===== src/rtl/dyn_patt_gen.sv =====
// Serial pattern generator: shifts a loadable NUM_BITS pattern out MSB first for a
// programmed number of repetitions, with optional inter-repetition gap and stall.
module dyn_patt_gen #(
    parameter int                    NUM_BITS = 5,
    parameter logic [NUM_BITS-1:0]   PATTERN  = 5'b10110,
    parameter int                    CNT_W    = 8
) (
    input  logic                clk,
    input  logic                rst,
    input  logic                start,
    input  logic                pat_load,
    input  logic [NUM_BITS-1:0] pat_in,
    input  logic [CNT_W-1:0]    reps,
    input  logic [CNT_W-1:0]    gap,
    input  logic                stall,
    output logic                data,
    output logic                valid,
    output logic                busy,
    output logic                done,
    output logic [CNT_W-1:0]    sent_cnt
);

    localparam int IDX_W = (NUM_BITS > 2) ? $clog2(NUM_BITS) : 1;
    localparam logic [IDX_W-1:0] MSB_IDX = IDX_W'(NUM_BITS - 1);

    typedef enum logic [1:0] {
        IDLE = 2'd0,
        SEND = 2'd1,
        GAP  = 2'd2
    } state_t;

    state_t              state, state_nxt;
    logic [NUM_BITS-1:0] pat, pat_nxt, pat_eff;
    logic [IDX_W-1:0]    idx, idx_nxt;
    logic [CNT_W-1:0]    reps_q, reps_nxt;
    logic [CNT_W-1:0]    gap_q, gap_nxt;
    logic [CNT_W-1:0]    gap_cnt, gap_cnt_nxt;
    logic [CNT_W-1:0]    sent_nxt;
    logic                data_nxt, valid_nxt, busy_nxt, done_nxt;

    // A load coinciding with start must be the pattern that gets sent.
    assign pat_eff = pat_load ? pat_in : pat;

    always_ff @(posedge clk or posedge rst) begin
        if (rst) begin
            state    <= IDLE;
            pat      <= PATTERN;
            idx      <= '0;
            reps_q   <= '0;
            gap_q    <= '0;
            gap_cnt  <= '0;
            sent_cnt <= '0;
            data     <= 1'b0;
            valid    <= 1'b0;
            busy     <= 1'b0;
            done     <= 1'b0;
        end else begin
            state    <= state_nxt;
            pat      <= pat_nxt;
            idx      <= idx_nxt;
            reps_q   <= reps_nxt;
            gap_q    <= gap_nxt;
            gap_cnt  <= gap_cnt_nxt;
            sent_cnt <= sent_nxt;
            data     <= data_nxt;
            valid    <= valid_nxt;
            busy     <= busy_nxt;
            done     <= done_nxt;
        end
    end

    always_comb begin
        state_nxt   = state;
        pat_nxt     = pat;
        idx_nxt     = idx;
        reps_nxt    = reps_q;
        gap_nxt     = gap_q;
        gap_cnt_nxt = gap_cnt;
        sent_nxt    = sent_cnt;
        data_nxt    = data;
        valid_nxt   = valid;
        busy_nxt    = busy;
        done_nxt    = 1'b0;

        unique case (state)
            IDLE: begin
                valid_nxt = 1'b0;
                if (pat_load) begin
                    pat_nxt = pat_in;
                end
                if (start && (reps != '0)) begin
                    reps_nxt  = reps;
                    gap_nxt   = gap;
                    sent_nxt  = '0;
                    idx_nxt   = MSB_IDX;
                    data_nxt  = pat_eff[NUM_BITS-1];
                    valid_nxt = 1'b1;
                    busy_nxt  = 1'b1;
                    state_nxt = SEND;
                end
            end

            SEND: begin
                if (stall) begin
                    valid_nxt = 1'b0;
                end else if (idx != '0) begin
                    idx_nxt   = idx - 1'b1;
                    data_nxt  = pat[idx - 1'b1];
                    valid_nxt = 1'b1;
                    if (idx == IDX_W'(1)) begin
                        sent_nxt = sent_cnt + 1'b1;
                    end
                end else if (sent_cnt != reps_q) begin
                    // Bit 0 already out and repetitions remain.
                    if (gap_q == '0) begin
                        idx_nxt   = MSB_IDX;
                        data_nxt  = pat[NUM_BITS-1];
                        valid_nxt = 1'b1;
                    end else begin
                        gap_cnt_nxt = gap_q - 1'b1;
                        data_nxt    = 1'b0;
                        valid_nxt   = 1'b0;
                        state_nxt   = GAP;
                    end
                end else begin
                    data_nxt  = 1'b0;
                    valid_nxt = 1'b0;
                    busy_nxt  = 1'b0;
                    done_nxt  = 1'b1;
                    state_nxt = IDLE;
                end
            end

            GAP: begin
                if (gap_cnt == '0) begin
                    idx_nxt   = MSB_IDX;
                    data_nxt  = pat[NUM_BITS-1];
                    valid_nxt = 1'b1;
                    state_nxt = SEND;
                end else begin
                    gap_cnt_nxt = gap_cnt - 1'b1;
                end
            end

            default: begin
                state_nxt = IDLE;
            end
        endcase
    end

endmodule


===== config.mk =====
export PLATFORM = sky130hd
export DESIGN_NAME = dyn_patt_gen
export DESIGN_NICKNAME = d
export VERILOG_FILES = /design/src/rtl/dyn_patt_gen.sv
export SDC_FILE = /design/constraint.sdc
export NUM_CORES = 1
export LEC_CHECK = 0
export ABC_CLOCK_PERIOD_IN_PS = 6100
export CORE_MARGIN = 1
export CORE_UTILIZATION = 59
export DETAILED_ROUTE_END_ITERATION = 7
export GPL_ROUTABILITY_DRIVEN = 0
export PLACE_DENSITY = 0.85
export SYNTH_ARGS = -nofsm -noshare
export SYNTH_HDL_FRONTEND = slang
export SYNTH_SLANG_ARGS = --single-unit

===== constraint.sdc =====
create_clock -name clk -period 6.1 [get_ports clk]
set_clock_uncertainty 0.1 [all_clocks]
set_input_delay 1.22 -clock clk [delete_from_list [all_inputs] [get_ports clk]]
set_output_delay 1.22 -clock clk [all_outputs]
set_load 0.05 [all_outputs]

==> results.yml, run 1 <==
run_status:
  outcome: "complete, no violations"
cells_and_area:
  fill_cells: 331
  syn_to_final_growth_pct: 18.5
  design_area_um2: 3260
  n_antenna_cell: 0
  seq_area_um2: 1150
  drive_above_1_share: 0.183
  nNetsFinal: 340
  multi_input_area_um2: 1520
synth:
  synth_top_area_share: 0.391
  ys_types: 64
  synth_edf_count: 0
  syn-instance-count: 265
  yosysTopAreaCell: "dfrtp_1"
  yosysMostFrequentCell: "dfrtp_1"
  postSynth.asyncResetShare: 1.00
  synthTopCellsByArea: "dfrtp_1 39%, mux2_2 8.6%, ha_1 4.1%"
  synth.avg_cell_area_um2: 10.4
  ys.flop_type: "dfrtp_1"
  synth_commonest_cells: "43 x dfrtp_1, 21 x mux2_2, 21 x nand2_1, 20 x nor2_1, 17 x o21ai_0"
  yosysSeqAreaShare: 0.419
  syn_area_um2: 2760
  syn-num-nets: 300
  synth_seq_cells: 46
  yosys_warnings: 0
floorplanning:
  num_rows: 24
  dieArea_um2: 4950
  core_area_um2: 4410
  ioPinCount: 38
  die_h_um: 70.3
  initial_core_util: 0.624
  die_x_um: 70.3
worst_setup_path:
  crit_chain: "clkdlybuf4s50_1 > nor4_1 > a21boi_1 > o21a_1 > nand2_4 > a31o_4 > mux2_4"
  startpoint_type: "input port"
  worstSetupEndpointType: "flip-flop"
  crit_slowest_cell: "clkdlybuf4s50_1"
  cpPeakStageDelay_ns: 0.51
  setup.worst_path.class: "input port to flip-flop"
  path_max_fanout: 5
  required_ns: 6.19
  critPathArrivalTime_ns: 3.09
drt:
  maxUsedRoutingLayer: "met4"
  vias: 2228
  wl_met2_um: 2870
  ant_nets: 0
  drt_iter0_drc: 134
  wl_met1_um: 2800
  detail_route.wl_per_cell_um: 16.9
  routed_via_density: 6.22
  dr_wl_met3_um: 262
  drc_errors: 0
  wl_um: 6040
  firstDrtPassIters: 4
sta:
  finalHoldViolCount: 0
  rsz0062_at_grt: "no"
  worstMarginPinSlew_ns: 0.657
  holdWs_ns: 0.420
  period_share: 0.492
  layout_min_cycle_time_ns: 3.00
  setup_viol: 0
  drv_slew: 0
  fmax_mhz: 333
  slew_headroom: 0.562
  finalSetupTns_ns: 0
power_and_ir_drop:
  p_per_area_nw_per_um2: 490
  peakVddDrop_v: 0.000264
  power.leakage_nw: 1.26
global_route:
  grt.overflow.total: 0
  grt_pass1_wl_um: 10200
  grtUsageTotal: 0.262
  grt_max_degree: 47
  antenna_found_initial: 0
  grt_pass1_vias: 2175
min_path:
  holdCritPathClass: "flip-flop to flip-flop"
clocking:
  clk_pin_slew_worst_paths_ns: 0.08
  cts_buffers: 5
  cts.repair.resized: 0
  htreeDepth: 2
  insertion_delay_ns: 0.30
  clock_path_buffers: 2
  post_cts_buffers: 0
  cts_tree: "built"
  clock_sinks: 46
  root_buffer: "clkbuf_8"
  cts_hold_buf: 0
job:
  cap_violations: 0
placed_design:
  numPortBuffers: 37
  dpl.hpwl_um: 4330
  dpl_cell_area_um2: 3150
-- worst paths after layout --
path / endpoint / slack (ns) / cells after the start / start
max in group asynchronous: pat[1]$_DFFE_PP1P_ / 4.26 / 3 / rst
min in group asynchronous: gap_q[0]$_DFFE_PP0P_ / 1.26 / 3 / rst
hold / removal: idx[1]$_DFFE_PP0P_ / 0.42 / 1 / idx[1]$_DFFE_PP0P_
setup reg to reg: gap_cnt[2]$_DFFE_PP0P_ / 3.37 / 7 / state[1]$_DFFE_PP0P_
setup / recovery: idx[1]$_DFFE_PP0P_ / 3.10 / 7 / reps[5]
hold reg to reg: idx[1]$_DFFE_PP0P_ / 0.42 / 1 / idx[1]$_DFFE_PP0P_
-- metrics by stage --
stage	setup WS [ns]	std cells	utilization	power [mW]
after CTS	3.09	358	0.740	1.60
after global placement	2.86	350	0.715	1.33
after detailed placement	2.80	350	0.715	1.37
after global routing	2.98	358	0.740	1.70
after floorplan	3.39	265	-	1.19
final	3.10	358	0.740	1.60
-- registers in the layout (all words and copies together), names as in the netlist --
signal and count:
reps_q 8, data 1, sent_cnt 8, gap_cnt 8, busy 1, state 2, pat 5, gap_q 8
valid 1, done 1, idx 3
-- layer usage --
| layer | GRT usage | vias to the layer above |
|---|---|---|
| li1 | - | 1045 |
| met1 | 0.357 | 1101 |
| met5 | 0 | - |
| met3 | 0.0390 | 15 |
| met2 | 0.420 | 67 |
| met4 | 0.100 | 0 |
-- kinds of logic (layout without fill, tap and decap cells) --
logic type / count (synthesis) / in the layout / synth area share
simple gates: 94 / 94 / 0.185
xor+xnor: 13 / 13 / 0.0413
fa+ha+maj: 9 / 9 / 0.0409
buf+inv: 15 / 56 / 0.0309
flops: 46 / 46 / 0.419
compound gates: 61 / 61 / 0.168
mux: 27 / 27 / 0.114
-- worst max-delay path: cells and delay by family --
kind,cells,cell delay (ns)
AOI/OAI and AO/OA,3,0.90
buffers and inverters,1,0.51
muxes,1,0.29
and+or+nand+nor,2,0.17
-- layout make-up --
type	instances	area share
clock buffers	6	0.0222
clock inverters	2	0.0115
inverters	9	0.0103
well taps	52	0.0199
flip-flops and latches	46	0.354
repair buffers	39	0.118
multi-input cells	204	0.464
-- where the power goes --
group	leakage, nW	switching [mW]	internal [mW]
clock	0.0514	0.105	0.122
combinational	0.658	0.423	0.369
sequential	0.552	0.142	0.438
total	1.26	0.671	0.929
-- cell usage in the layout (no fill, tap or decap), drive strengths merged, types with 4 or more instances in the layout --
| cell type | synthesis | layout |
|---|---|---|
| a211oi | 5 | 5 |
| a21oi | 11 | 11 |
| clkbuf | 4 | 6 |
| clkdlybuf4s50 | 0 | 37 |
| dfrtp | 43 | 43 |
| ha | 9 | 9 |
| inv | 8 | 7 |
| mux2 | 23 | 23 |
| nand2 | 22 | 22 |
| nand2b | 5 | 5 |
| nand3 | 10 | 10 |
| nand4 | 4 | 4 |
| nor2 | 20 | 20 |
| nor3 | 10 | 10 |
| nor4 | 6 | 6 |
| o21ai | 19 | 19 |
| o31ai | 5 | 5 |
| xnor2 | 11 | 11 |
Note: power is estimated with default switching activity, not from simulation.
==> inputs of run 2 (changes only) <==
- ABC_CLOCK_PERIOD_IN_PS: 6100 -> 2840
- CORE_UTILIZATION: 59 -> 55
- PLACE_DENSITY: 0.85 -> 0.8
- clock period: 6.1 -> 2.84 ns (I/O delays scaled with it)
==> results.yml, run 2 (synthesized netlist as in run 1, its figures left out) <==
run_status:
  outcome: "complete, no violations"
clocking:
  clock_path_buffers: 2
  cts_hold_buf: 0
  post_cts_buffers: 0
  root_buffer: "clkbuf_8"
  clk_pin_slew_worst_paths_ns: 0.09
  cts.repair.resized: 0
  cts_tree: "built"
  cts_buffers: 5
  clock_sinks: 46
  htreeDepth: 2
  insertion_delay_ns: 0.30
floorplanning:
  die_h_um: 72.8
  initial_core_util: 0.576
  ioPinCount: 38
  num_rows: 25
  die_x_um: 72.8
  core_area_um2: 4790
  dieArea_um2: 5300
worst_setup_path:
  r2r_start: "state[0]$_DFFE_PP0P_"
  setup.worst_path.class: "flip-flop to flip-flop"
  worstSetupEndpointType: "flip-flop"
  required_ns: 2.94
  cp_common_cell: "ha_1"
  crit_chain: "inv_1 > ha_1 > mux2i_1 > ha_1 > o21ai_0 > nor2_1 > xnor2_1 > nand2_1 > and3b_1"
  startpoint_type: "flip-flop"
  cpPeakStageDelay_ns: 0.43
  critPathArrivalTime_ns: 2.65
  path_max_fanout: 5
  cpLargestDelayFamily: "adder cells"
  crit_slowest_cell: "dfrtp_1"
  crit_start: "state[0]$_DFFE_PP0P_"
  crit_buf_inv: 1
sta:
  holdWs_ns: 0.431
  layout_min_cycle_time_ns: 2.55
  period_share: 0.898
  rsz0062_at_grt: "no"
  finalHoldViolCount: 0
  drv_slew: 0
  setup_viol: 0
  finalSetupTns_ns: 0
  slew_headroom: 0.410
  fmax_mhz: 392
  worstMarginPinSlew_ns: 0.880
cells_and_area:
  syn_to_final_growth_pct: 20.7
  mostFrequentLayoutCell: "dfrtp_1"
  design_area_um2: 3330
  nNetsFinal: 344
  drive_above_1_share: 0.194
  n_antenna_cell: 0
  final_cell_mix: "43 x dfrtp_1, 37 x clkdlybuf4s50_1, 21 x nand2_1, 21 x mux2_2, 20 x nor2_1"
  final_cell_count_no_fill: 377
job:
  cap_violations: 0
drt:
  vias: 2206
  firstDrtPassIters: 4
  drc_errors: 0
  ant_nets: 0
  drt_iter0_drc: 125
  routed_via_density: 5.85
  wl_um: 5890
  detail_route.wl_per_cell_um: 15.6
global_route:
  antenna_found_initial: 0
  grt_max_degree: 26
  grt_pass1_vias: 2108
  grtUsageTotal: 0.246
  grt.overflow.total: 0
  grt_pass1_wl_um: 10000
power_and_ir_drop:
  power.leakage_nw: 1.28
  peakVddDrop_v: 0.000461
  power_mw: 3.46
  p_per_area_nw_per_um2: 1040
placed_design:
  place_inst: 369
  numPortBuffers: 37
  dpl.hpwl_um: 4410
  dpl_cell_area_um2: 3220
min_path:
  hold_start: "pat[0]$_DFFE_PP0P_"
  holdCritPathClass: "flip-flop to flip-flop"
[run 2: report_power, final]
group / switching, mW / internal, mW
clock: 0.220 / 0.263
combinational: 0.910 / 0.830
sequential: 0.301 / 0.940
[run 2: metrics by stage]
stage	setup slack (ns)	utilization
2_1_floorplan	0.131	-
3_3_place_gp	0.278	0.672
3_5_place_dp	0.220	0.672
4_1_cts	0.318	0.695
5_1_grt	0.0991	0.695
6_report	0.290	0.695
[run 2: worst paths after layout]
check | end | slack (ns) | cells after the start
max | gap_cnt[6]$_DFFE_PP0P_ | 0.29 | 9
min | pat[0]$_DFFE_PP0P_ | 0.43 | 1
max reg2reg | gap_cnt[6]$_DFFE_PP0P_ | 0.29 | 9
min reg2reg | pat[0]$_DFFE_PP0P_ | 0.43 | 1
max in group asynchronous | pat[2]$_DFFE_PP1P_ | 1.46 | 3
min in group asynchronous | gap_cnt[2]$_DFFE_PP0P_ | 0.55 | 2
[run 2: layout make-up]
class | count | area (um2)
clock buffers | 6 | 72.6
clock inverters | 2 | 37.5
fillers | 358 | 1460
inverters | 9 | 33.8
multi-input cells | 204 | 1520
flip-flops and latches | 46 | 1150
well taps | 67 | 83.8
repair buffers | 43 | 428
[run 2: routing by layer]
metal / vias to the layer above / wire length (um) / part of all wire / GRT usage
met5: - / 0 / 0 / 0
met4: 0 / 91 / 0.015 / 0.0850
met3: 12 / 275 / 0.047 / 0.0483
met2: 63 / 2730 / 0.46 / 0.400
met1: 1072 / 2790 / 0.47 / 0.329
li1: 1059 / - / - / -
